<file path="src/rtl/gpu_pkg.sv">
// Shared register map, control/status bit positions and default 640x480 timing
// for the GPU video timing core.
package gpu_pkg;

  localparam logic [3:0] ADDR_CTRL   = 4'd0;
  localparam logic [3:0] ADDR_STATUS = 4'd1;
  localparam logic [3:0] ADDR_IRQ_LO = 4'd2;
  localparam logic [3:0] ADDR_IRQ_HI = 4'd3;
  localparam logic [3:0] ADDR_SL_LO  = 4'd4;
  localparam logic [3:0] ADDR_SL_HI  = 4'd5;
  localparam logic [3:0] ADDR_FC_LO  = 4'd6;
  localparam logic [3:0] ADDR_FC_HI  = 4'd7;

  localparam int CTRL_VBLANK_IE = 0;
  localparam int CTRL_LINE_IE   = 1;
  localparam int CTRL_RUN       = 2;
  localparam int STAT_VBLANK    = 0;
  localparam int STAT_LINE      = 1;

  localparam logic [2:0] CTRL_RESET = 3'b100;

  localparam int DEF_H_VISIBLE = 640;
  localparam int DEF_H_FRONT   = 16;
  localparam int DEF_H_SYNC    = 96;
  localparam int DEF_H_BACK    = 48;
  localparam int DEF_V_VISIBLE = 480;
  localparam int DEF_V_FRONT   = 10;
  localparam int DEF_V_SYNC    = 2;
  localparam int DEF_V_BACK    = 33;

endpackage

</file>
<file path="src/rtl/bus_strobe_sync.sv">
// Brings the asynchronous CPU strobe into the pixel clock domain and emits a
// one-clock pulse on its rising edge.
module bus_strobe_sync (
  input  logic i_clk,
  input  logic i_rst,
  input  logic i_strobe,
  output logic o_pulse
);

  logic r_sync1;
  logic r_sync2;
  logic r_sync3;

  always_ff @(posedge i_clk or posedge i_rst) begin
    if (i_rst) begin
      r_sync1 <= 1'b0;
      r_sync2 <= 1'b0;
      r_sync3 <= 1'b0;
    end else begin
      r_sync1 <= i_strobe;
      r_sync2 <= r_sync1;
      r_sync3 <= r_sync2;
    end
  end

  assign o_pulse = r_sync2 & ~r_sync3;

endmodule

</file>
<file path="src/rtl/video_timing_ctrl.sv">
// Parametrised VGA timing core with CPU register port and level IRQ.
// Optional 16-bit frame counter at regs 6/7 when VTC_FRAME_COUNTER_EN is defined.
module video_timing_ctrl
  import gpu_pkg::*;
#(
  parameter int DIVISION  = 2,
  parameter int H_VISIBLE = DEF_H_VISIBLE,
  parameter int H_FRONT   = DEF_H_FRONT,
  parameter int H_SYNC    = DEF_H_SYNC,
  parameter int H_BACK    = DEF_H_BACK,
  parameter int V_VISIBLE = DEF_V_VISIBLE,
  parameter int V_FRONT   = DEF_V_FRONT,
  parameter int V_SYNC    = DEF_V_SYNC,
  parameter int V_BACK    = DEF_V_BACK,
  parameter bit HS_POL    = 1'b0,
  parameter bit VS_POL    = 1'b0,
  localparam int H_TOTAL  = H_VISIBLE + H_FRONT + H_SYNC + H_BACK,
  localparam int V_TOTAL  = V_VISIBLE + V_FRONT + V_SYNC + V_BACK,
  localparam int CW       = $clog2(H_TOTAL),
  localparam int SW       = $clog2(V_TOTAL)
) (
  input  logic          CLK100MHz,
  input  logic          rst,
  input  logic [7:0]    data,
  input  logic [3:0]    addr,
  input  logic          rw,
  input  logic          cs_clock,
  output logic [7:0]    data_out,
  output logic          pixel_tick,
  output logic [CW-1:0] cycle,
  output logic [SW-1:0] scanline,
  output logic          vga_hs,
  output logic          vga_vs,
  output logic          vga_blank,
  output logic          frame_start,
  output logic          irq
);

  localparam int DW = (DIVISION > 1) ? $clog2(DIVISION) : 1;
  localparam int CX = CW + 1;
  localparam int SX = SW + 1;
  localparam logic [DW-1:0] DIV_LAST = DW'(DIVISION - 1);
  localparam logic [CW-1:0] H_LAST   = CW'(H_TOTAL - 1);
  localparam logic [SW-1:0] V_LAST   = SW'(V_TOTAL - 1);
  localparam logic [CX-1:0] H_VIS    = CX'(H_VISIBLE);
  localparam logic [CX-1:0] HS_BEG   = CX'(H_VISIBLE + H_FRONT);
  localparam logic [CX-1:0] HS_END   = CX'(H_VISIBLE + H_FRONT + H_SYNC);
  localparam logic [SX-1:0] V_VIS    = SX'(V_VISIBLE);
  localparam logic [SX-1:0] VS_BEG   = SX'(V_VISIBLE + V_FRONT);
  localparam logic [SX-1:0] VS_END   = SX'(V_VISIBLE + V_FRONT + V_SYNC);

  logic [2:0]    r_ctrl;
  logic [1:0]    r_pend;
  logic [15:0]   r_irq_line;
  logic [7:0]    r_sl_shadow;
  logic [7:0]    r_data_out;
  logic          r_irq;
  logic [DW-1:0] r_div;
  logic          r_tick;
  logic [CW-1:0] r_cycle;
  logic [SW-1:0] r_scanline;
  logic          r_hs;
  logic          r_vs;
  logic          r_blank;
  logic          r_frame_start;

  logic          w_acc;
  logic          w_wr;
  logic          w_rd;
  logic          w_run;
  logic [DW-1:0] w_div_nxt;
  logic          w_tick_nxt;
  logic [CW-1:0] w_cyc_nxt;
  logic [SW-1:0] w_sl_nxt;
  logic          w_wrap;
  logic          w_hs_act;
  logic          w_vs_act;
  logic          w_blank_nxt;
  logic          w_frame_nxt;
  logic [1:0]    w_set;
  logic [1:0]    w_clr;
  logic [15:0]   w_sl16;
  logic [7:0]    w_rdata;

  bus_strobe_sync u_strobe (
    .i_clk    (CLK100MHz),
    .i_rst    (rst),
    .i_strobe (cs_clock),
    .o_pulse  (w_acc)
  );

  assign w_wr   = w_acc & ~rw;
  assign w_rd   = w_acc & rw;
  assign w_run  = r_ctrl[CTRL_RUN];
  assign w_sl16 = 16'(r_scanline);

  // Next-state timing; registering these keeps sync/blank aligned with the counters.
  always_comb begin
    w_div_nxt = '0;
    if (w_run && (r_div != DIV_LAST))
      w_div_nxt = r_div + 1'b1;
    w_tick_nxt = w_run && (w_div_nxt == DIV_LAST);

    w_cyc_nxt = r_cycle;
    w_sl_nxt  = r_scanline;
    w_wrap    = 1'b0;
    if (!w_run) begin
      w_cyc_nxt = '0;
      w_sl_nxt  = '0;
    end else if (r_tick) begin
      if (r_cycle == H_LAST) begin
        w_wrap    = 1'b1;
        w_cyc_nxt = '0;
        w_sl_nxt  = (r_scanline == V_LAST) ? '0 : r_scanline + 1'b1;
      end else begin
        w_cyc_nxt = r_cycle + 1'b1;
      end
    end

    w_hs_act    = w_run && ({1'b0, w_cyc_nxt} >= HS_BEG) && ({1'b0, w_cyc_nxt} < HS_END);
    w_vs_act    = w_run && ({1'b0, w_sl_nxt} >= VS_BEG) && ({1'b0, w_sl_nxt} < VS_END);
    w_blank_nxt = !w_run || ({1'b0, w_cyc_nxt} >= H_VIS) || ({1'b0, w_sl_nxt} >= V_VIS);
    w_frame_nxt = w_wrap && (w_sl_nxt == '0);

    w_set = '0;
    w_set[STAT_VBLANK] = w_wrap && ({1'b0, w_sl_nxt} == V_VIS);
    w_set[STAT_LINE]   = w_wrap && (16'(w_sl_nxt) == r_irq_line);
    w_clr = (w_wr && (addr == ADDR_STATUS)) ? data[1:0] : 2'b00;
  end

  always_ff @(posedge CLK100MHz or posedge rst) begin
    if (rst) begin
      r_div         <= '0;
      r_tick        <= 1'b0;
      r_cycle       <= '0;
      r_scanline    <= '0;
      r_hs          <= ~HS_POL;
      r_vs          <= ~VS_POL;
      r_blank       <= 1'b1;
      r_frame_start <= 1'b0;
    end else begin
      r_div         <= w_div_nxt;
      r_tick        <= w_tick_nxt;
      r_cycle       <= w_cyc_nxt;
      r_scanline    <= w_sl_nxt;
      r_hs          <= w_hs_act ? HS_POL : ~HS_POL;
      r_vs          <= w_vs_act ? VS_POL : ~VS_POL;
      r_blank       <= w_blank_nxt;
      r_frame_start <= w_frame_nxt;
    end
  end

`ifdef VTC_FRAME_COUNTER_EN
  logic [15:0] r_frame_cnt;
  logic [7:0]  r_fc_shadow;

  always_ff @(posedge CLK100MHz or posedge rst) begin
    if (rst) begin
      r_frame_cnt <= '0;
      r_fc_shadow <= '0;
    end else begin
      if (w_wr && (addr == ADDR_FC_LO))
        r_frame_cnt <= '0;
      else if (r_frame_start)
        r_frame_cnt <= r_frame_cnt + 16'd1;
      if (w_rd && (addr == ADDR_FC_LO))
        r_fc_shadow <= r_frame_cnt[15:8];
    end
  end
`endif

  always_comb begin
    w_rdata = '0;
    case (addr)
      ADDR_CTRL:   w_rdata = {5'b0, r_ctrl};
      ADDR_STATUS: w_rdata = {6'b0, r_pend};
      ADDR_IRQ_LO: w_rdata = r_irq_line[7:0];
      ADDR_IRQ_HI: w_rdata = r_irq_line[15:8];
      ADDR_SL_LO:  w_rdata = w_sl16[7:0];
      ADDR_SL_HI:  w_rdata = r_sl_shadow;
`ifdef VTC_FRAME_COUNTER_EN
      ADDR_FC_LO:  w_rdata = r_frame_cnt[7:0];
      ADDR_FC_HI:  w_rdata = r_fc_shadow;
`endif
      default:     w_rdata = '0;
    endcase
  end

  // A hardware set and a CPU clear landing on the same edge resolve to set.
  always_ff @(posedge CLK100MHz or posedge rst) begin
    if (rst) begin
      r_ctrl      <= CTRL_RESET;
      r_irq_line  <= '0;
      r_pend      <= '0;
      r_irq       <= 1'b0;
      r_data_out  <= '0;
      r_sl_shadow <= '0;
    end else begin
      if (w_wr) begin
        case (addr)
          ADDR_CTRL:   r_ctrl           <= data[2:0];
          ADDR_IRQ_LO: r_irq_line[7:0]  <= data;
          ADDR_IRQ_HI: r_irq_line[15:8] <= data;
          default:     ;
        endcase
      end
      r_pend <= (r_pend & ~w_clr) | w_set;
      r_irq  <= |(r_pend & {r_ctrl[CTRL_LINE_IE], r_ctrl[CTRL_VBLANK_IE]});
      if (w_rd) begin
        r_data_out <= w_rdata;
        if (addr == ADDR_SL_LO)
          r_sl_shadow <= w_sl16[15:8];
      end
    end
  end

  assign data_out    = r_data_out;
  assign pixel_tick  = r_tick;
  assign cycle       = r_cycle;
  assign scanline    = r_scanline;
  assign vga_hs      = r_hs;
  assign vga_vs      = r_vs;
  assign vga_blank   = r_blank;
  assign frame_start = r_frame_start;
  assign irq         = r_irq;

endmodule

</file>
<file path="config.mk">
export PLATFORM = sky130hd
export DESIGN_NAME = video_timing_ctrl
export DESIGN_NICKNAME = d
export VERILOG_FILES = /design/src/rtl/gpu_pkg.sv /design/src/rtl/bus_strobe_sync.sv /design/src/rtl/video_timing_ctrl.sv
export SDC_FILE = /design/constraint.sdc
export NUM_CORES = 1
export LEC_CHECK = 0
export ABC_AREA = 1
export BUFFER_PORTS_ARGS = -buffer_cell sky130_fd_sc_hd__buf_2
export CORE_MARGIN = 1
export CORE_UTILIZATION = 35
export CTS_CLUSTER_DIAMETER = 200
export DETAILED_ROUTE_END_ITERATION = 8
export GPL_TIMING_DRIVEN = 1
export SYNTH_ARGS = -nofsm -noshare
export SYNTH_HDL_FRONTEND = slang
export SYNTH_HIERARCHICAL = 1
export SYNTH_SLANG_ARGS = --single-unit
</file>
<file path="constraint.sdc">
create_clock -name CLK100MHz -period 2.4 [get_ports CLK100MHz]
set_input_delay 0.24 -clock CLK100MHz [delete_from_list [all_inputs] [get_ports CLK100MHz]]
set_output_delay 0.24 -clock CLK100MHz [all_outputs]
set_load 0.1 [all_outputs]
</file>
---- After elaboration in Yosys (flattened, before gate mapping) ----
Index checks and enable logic that the tools add are counted.
operators by class
  multiplexer cells ....................... 15
  reductions and logical operators ........ 20
  equal/unequal tests ..................... 9
  $lt $le $gt $ge ......................... 6
  bitwise operators ....................... 10
  add/sub/neg operators ................... 3
operator list
  operator               count
  $mux 10                7
  $pmux 8 s6             1
  $add 10x1->10 const B  2
  $eq 10x10->1 const B   2
  $ge 10x10->1 const B   2
  $ge 10x9->1 const B    2
  $eq 10x16->1           1
  $eq 10x9->1 const B    1
  $logic_and 1x1->1      10
  $logic_not 10->1       1
  $lt 10x10->1 const B   1
  $lt 10x9->1 const B    1
  $eq 4x2->1 const B     2
  $eq 4x3->1 const B     2
  $reduce_and 2->1       4
  $mux 1                 6
  $and 2x2->2            2
  $eq 4x1->1 const B     1
  $logic_not 4->1        1
  $and 1x1->1            3
  $not 1->1              3
  $logic_or 1x1->1       2
  $mux 2                 1
  $not 2->2              1
  4 further kinds        4
word-level totals
  bits of input ports ..................... 16
  word-level logic and storage cells ...... 81
  flip-flop bits (word level) ............. 61

---- Depth between registers and ports, before layout ----
  word-level depth ........................ 9
  mapped depth ............................ 16
  gate-level depth less buffers ........... 16

---- By module ----
The synthesis kept the hierarchy.
by module, submodules not included
  module             seq. area each (um^2)  cells each  times used  area each (um^2)
  video_timing_ctrl  1431.4                 476         1           3423.3
  bus_strobe_sync    75.1                   6           1           88.8

---- Worst setup path after synthesis ----
Ideal clock, no wire load.
  kind .................................... reg2reg
  start point ............................. register r_cycle[0], in the netlist cycle[0]
  end point ............................... register r_blank, in the netlist vga_blank
  period minus slack after synthesis ...... 2558 ps
  setup slack ............................. -158 ps
  data arrival time ....................... 2480 ps
  buffers on the path ..................... 0
  stages on the path, launching flop included .. 13
  required time ........................... 2323 ps
  cells stage by stage .................... dfrtp_1 > ha_1 > nand2_2 > nor3_2 > nand2_1 > nor2_1 > nand2_1 > xor2_1 > inv_1 > a21oi_1 > nand2_1 > nor2_1 > nand2_1
between the ends
  cells in the longest elaborated chain, start to end .. 7
ends and longest elaborated chain
  what                                                  line                                                text
  start, declared                                       video_timing_ctrl.sv:60                             logic [CW-1:0] r_cycle;
  start signal, assigned                                video_timing_ctrl.sv:144                            r_cycle <= w_cyc_nxt;
  $add 10x1->10 / $eq 10x10->1 (equally long branches)  video_timing_ctrl.sv:116, video_timing_ctrl.sv:111
  $mux 10                                               video_timing_ctrl.sv:111                            if (r_cycle == H_LAST) begin
  $mux 10                                               video_timing_ctrl.sv:110                            end else if (r_tick) begin
  $mux 10                                               video_timing_ctrl.sv:107                            if (!w_run) begin
  $ge 10x10->1                                          video_timing_ctrl.sv:122                            w_blank_nxt = !w_run || ({1'b0, w_cyc_nxt} >= H_VIS) || ({1'b0, w_sl_nxt} >= V_VIS);
  $logic_or 1x1->1                                      video_timing_ctrl.sv:122
  $logic_or 1x1->1 *                                    video_timing_ctrl.sv:122
  net w_blank_nxt                                       video_timing_ctrl.sv:78                             logic w_blank_nxt;
  end signal, assigned                                  video_timing_ctrl.sv:148                            r_blank <= w_blank_nxt;
  end, declared                                         video_timing_ctrl.sv:64                             logic r_blank;
The timed path passes the listed nets; every way through them passes the cells marked *.
A chain may end at the register's enable or synchronous reset.

---- Worst setup path in the final report ----
  start point ............................. register r_ctrl[2]
  end point ............................... register r_pend[0]
between the ends
  cells in the longest elaborated chain, start to end .. 4
ends and longest elaborated chain
  what                    line                      text
  start, declared         video_timing_ctrl.sv:52   logic [2:0] r_ctrl;
  start signal, assigned  video_timing_ctrl.sv:201  ADDR_CTRL: r_ctrl <= data[2:0];
  $mux 10                 video_timing_ctrl.sv:107
  net w_sl_nxt[8]         video_timing_ctrl.sv:74   logic [SW-1:0] w_sl_nxt;
  $eq 10x9->1             video_timing_ctrl.sv:126  w_set[STAT_VBLANK] = w_wrap && ({1'b0, w_sl_nxt} == V_VIS);
  $logic_and 1x1->1       video_timing_ctrl.sv:126
  $or 2x2->2              video_timing_ctrl.sv:207  r_pend <= (r_pend & ~w_clr) | w_set;
  end signal, assigned    video_timing_ctrl.sv:207
  end, declared           video_timing_ctrl.sv:53   logic [1:0] r_pend;
The timed path passes the listed nets, and every way through them passes these cells.

==> run summary <==
Status
• finished clean — run status

Route
• 0 — count of antenna-violating nets left after detailed routing
• 10000 um — final wirelength
• 5 — first drt pass iteration count
• 14.8 um — WL/cell
• 180 — violation count after the first detailed-route iteration
• 4.94 — average vias per placed instance
• 0 — detailed-route DRC error count
• 3354 — total vias in the final route

Yosys
• 7.29 um2 — mean instance size in the synthesized netlist
• 37 — unique cell type count in the Yosys netlist
• 42.9% — sequential share of the synthesized area
• 3510 um2 — netlist area before placement
• 501 — net count after synthesis
• 60 — Yosys reg bits
• 482 — gate count after technology mapping
• 6 — total number of yosys warnings

Critical path
• dfstp_2 — highest-delay cell along the critical path
• flip-flop — category of the worst setup path capture point
• inv_2 > nor2_1 > nand2_1 > nand2_2 > nand2_2 > nor3_4 > nand3_1 > nand2_1 — worst-path cell chain
• 2.44 ns — Arrival @ worst endpoint
• 7 — maximum fanout along the worst path
• simple AND/OR/NAND/NOR gates — Top delay family on crit path
• flip-flop — Setup crit start kind
• reg -> reg — critical path type
• 2.69 ns — Data required, critical path
• 1 — worst path bufs/invs
• 0.25 ns — slack of the worst reg-to-reg path
• 0.56 ns — Critical Path Max Stage Delay

Cells and area
• nand2_1 — most frequent standard cell in the layout excluding fill and tap cells
• 4130 um2 — post-route design area
• 17.5% — Area growth syn-to-layout
• 560 — count of nets after finishing
• nand2_1 (142), inv_1 (66), nor2_1 (53), dfrtp_1 (52), buf_2 (49) — commonest cells after routing, fill and taps aside
• 679 — final cell count without fillers
• 42.4% — final core area utilization
• 0 — antenna diode instance count
• 21.4% — layout cells sized above 1

STA
• 2.15 ns — Tmin final
• no — setup repair after global routing missed its margin
• 0 — Final Setup Violations
• 465 MHz — highest clock frequency the design can meet
• 0.709 ns — Tightest Pin Transition
• 0.249 ns — post-route setup slack
• 0 — number of hold violations in the final report
• 0 ns — Sum Neg Setup Slack
• 0 — number of slew-limit violations in the final report
• 0.151 ns — worst-case hold slack
• 0.00874 ns — Worst Skew
• 52.6% — Max transition margin
• 89.6% — Final Cycle Share

Global route
• 3160 — via count of the first global-routing pass
• 0 — antenna violations before repair
• 21.1% — GRT Total Usage
• 32 — pin count of the biggest net entering global routing
• 0 — final global-route overflow total
• 16200 um — global-route wire length before repair

Job
• 0 — max-cap violations

Floorplanning
• 102 um — Die Width
• 9730 um2 — Core Footprint
• 102 um — floorplan die height
• 36.1% — effective utilization at floorplan
• 50 — I/O pin cnt
• 10400 um2 — floorplan die area
• 36 — row cnt

Placed design
• 661 — # placed instances
• 0.929 — routability congestion estimate from global placement
• 49 — # port buffers
• 0.282 ns — worst-case setup slack after placement
• 7780 um — final HPWL from detailed placement
• 3930 um2 — DP Area

Clock tree
• 3 — number of H-tree levels
• 0.07 ns — Reg clk slew, reported paths
• built — clock tree from TritonCTS
• 0.35 ns — clock latency of the later-clocked register in the worst-skew pair
• 60 — clock sinks
• 2 — Hold Buf Count CTS
• 2 — Max clock buf depth
• 0 — number of buffers inserted to repair setup after CTS
• clkbuf_8 — clock tree root driver cell
• 0 — count of instances resized after the clock tree is built
• 9 — number of CTS-inserted buffers

Power
• 0.331 mV — IR Drop Worst-Case VDD
• 2.35 mW — Total Power
• 2.13 nW — leakage component of the power
• 569 nW/um2 — Power Dens Cells

Min path
• in -> reg — Hold/Removal Path Class

## synth_stat cells
cell type / number / area, um2
a22o_1: 1 / 8.76
a21oi_1: 6 / 30.0
xnor2_1: 1 / 8.76
inv_2: 7 / 26.3
o22ai_1: 4 / 25.0
nand2_4: 2 / 22.5
nor2_2: 7 / 43.8
nor4_1: 1 / 6.26
xor2_1: 4 / 35.0
nand3b_1: 4 / 30.0
buf_6: 1 / 11.3
clkbuf_1: 3 / 11.3
a211oi_1: 1 / 7.51
o21ai_0: 31 / 155
inv_1: 67 / 251
buf_2: 2 / 10.0
nand4_2: 1 / 12.5
nand2_1: 142 / 533
nor3b_1: 2 / 15.0
nor2_1: 53 / 199
nand2_2: 11 / 68.8
nand4_1: 9 / 56.3
nor3_1: 6 / 30.0
nand3_1: 33 / 165
and3_1: 1 / 6.26
nor3_4: 3 / 48.8
nor3_2: 1 / 10.0
dfrtp_1: 56 / 1400
nand3_2: 4 / 40.0
buf_4: 1 / 7.51
dfstp_2: 4 / 105
a221oi_1: 4 / 35.0
a32o_1: 1 / 10.0
ha_1: 3 / 37.5
nor2_4: 3 / 33.8
o2111ai_1: 1 / 8.76
o21ai_1: 1 / 5.00
## where the power goes
| group | switching (mW) | internal (mW) |
|---|---|---|
| Combinational | 0.277 | 0.0944 |
| Sequential | 0.0645 | 1.08 |
| Clock | 0.455 | 0.377 |
| Total | 0.796 | 1.55 |
## kinds of logic (layout without fill, tap and decap cells)
| kind of cell | count (synthesis) | after routing | share of synthesized area [%] |
|---|---|---|---|
| xor+xnor | 5 | 5 | 1.25 |
| fa+ha+maj | 3 | 3 | 1.07 |
| buf+inv | 81 | 145 | 9.05 |
| simple gates | 283 | 283 | 37.6 |
| flops | 60 | 60 | 42.9 |
| compound gates | 50 | 50 | 8.12 |
## registers in the layout, summed over array words and instances, names as in the netlist, 2 cells and up
register and count:
r_irq_line 16, cycle 10, scanline 10, data_out 8, r_ctrl 3, r_pend 2, r_sl_shadow 2
## tightest hold or removal path: stages
cell and delay, ns:
buf_2 0.09, inv_1 0.05, o21ai_0 0.07
## layout make-up
class / count / area [um2]
Sequential cell: 60 / 1510
Fill cell: 1061 / 5600
Clock inverter: 7 / 51.3
Timing Repair Buffer: 55 / 308
Clock buffer: 9 / 124
Tap cell: 133 / 166
Multi-Input combinational cell: 341 / 1690
Inverter: 74 / 278
## routing by layer
| layer | vias up | global-route usage (%) | routed length (um) |
|---|---|---|---|
| met3 | 22 | 5.34 | 524 |
| li1 | 1648 | - | - |
| met2 | 110 | 34.8 | 4940 |
| met1 | 1574 | 26.7 | 4310 |
| met5 | - | 0 | 0 |
| met4 | 0 | 7.91 | 270 |
## path summary, 6_finish.rpt
| check | from | endpoint | depth (start not counted) |
|---|---|---|---|
| worst max-delay path | r_ctrl[2] | r_pend[0] | 8 |
| max in group asynchronous | rst | vga_blank | 4 |
| worst max register to register | r_ctrl[2] | r_pend[0] | 8 |
| worst min-delay path | data[3] | r_irq_line[3] | 3 |
| min in group asynchronous | rst | u_strobe/r_sync1 | 3 |
| worst min register to register | u_strobe/r_sync1 | u_strobe/r_sync2 | 0 |
No activity file was read; power rests on OpenSTA's default activity.
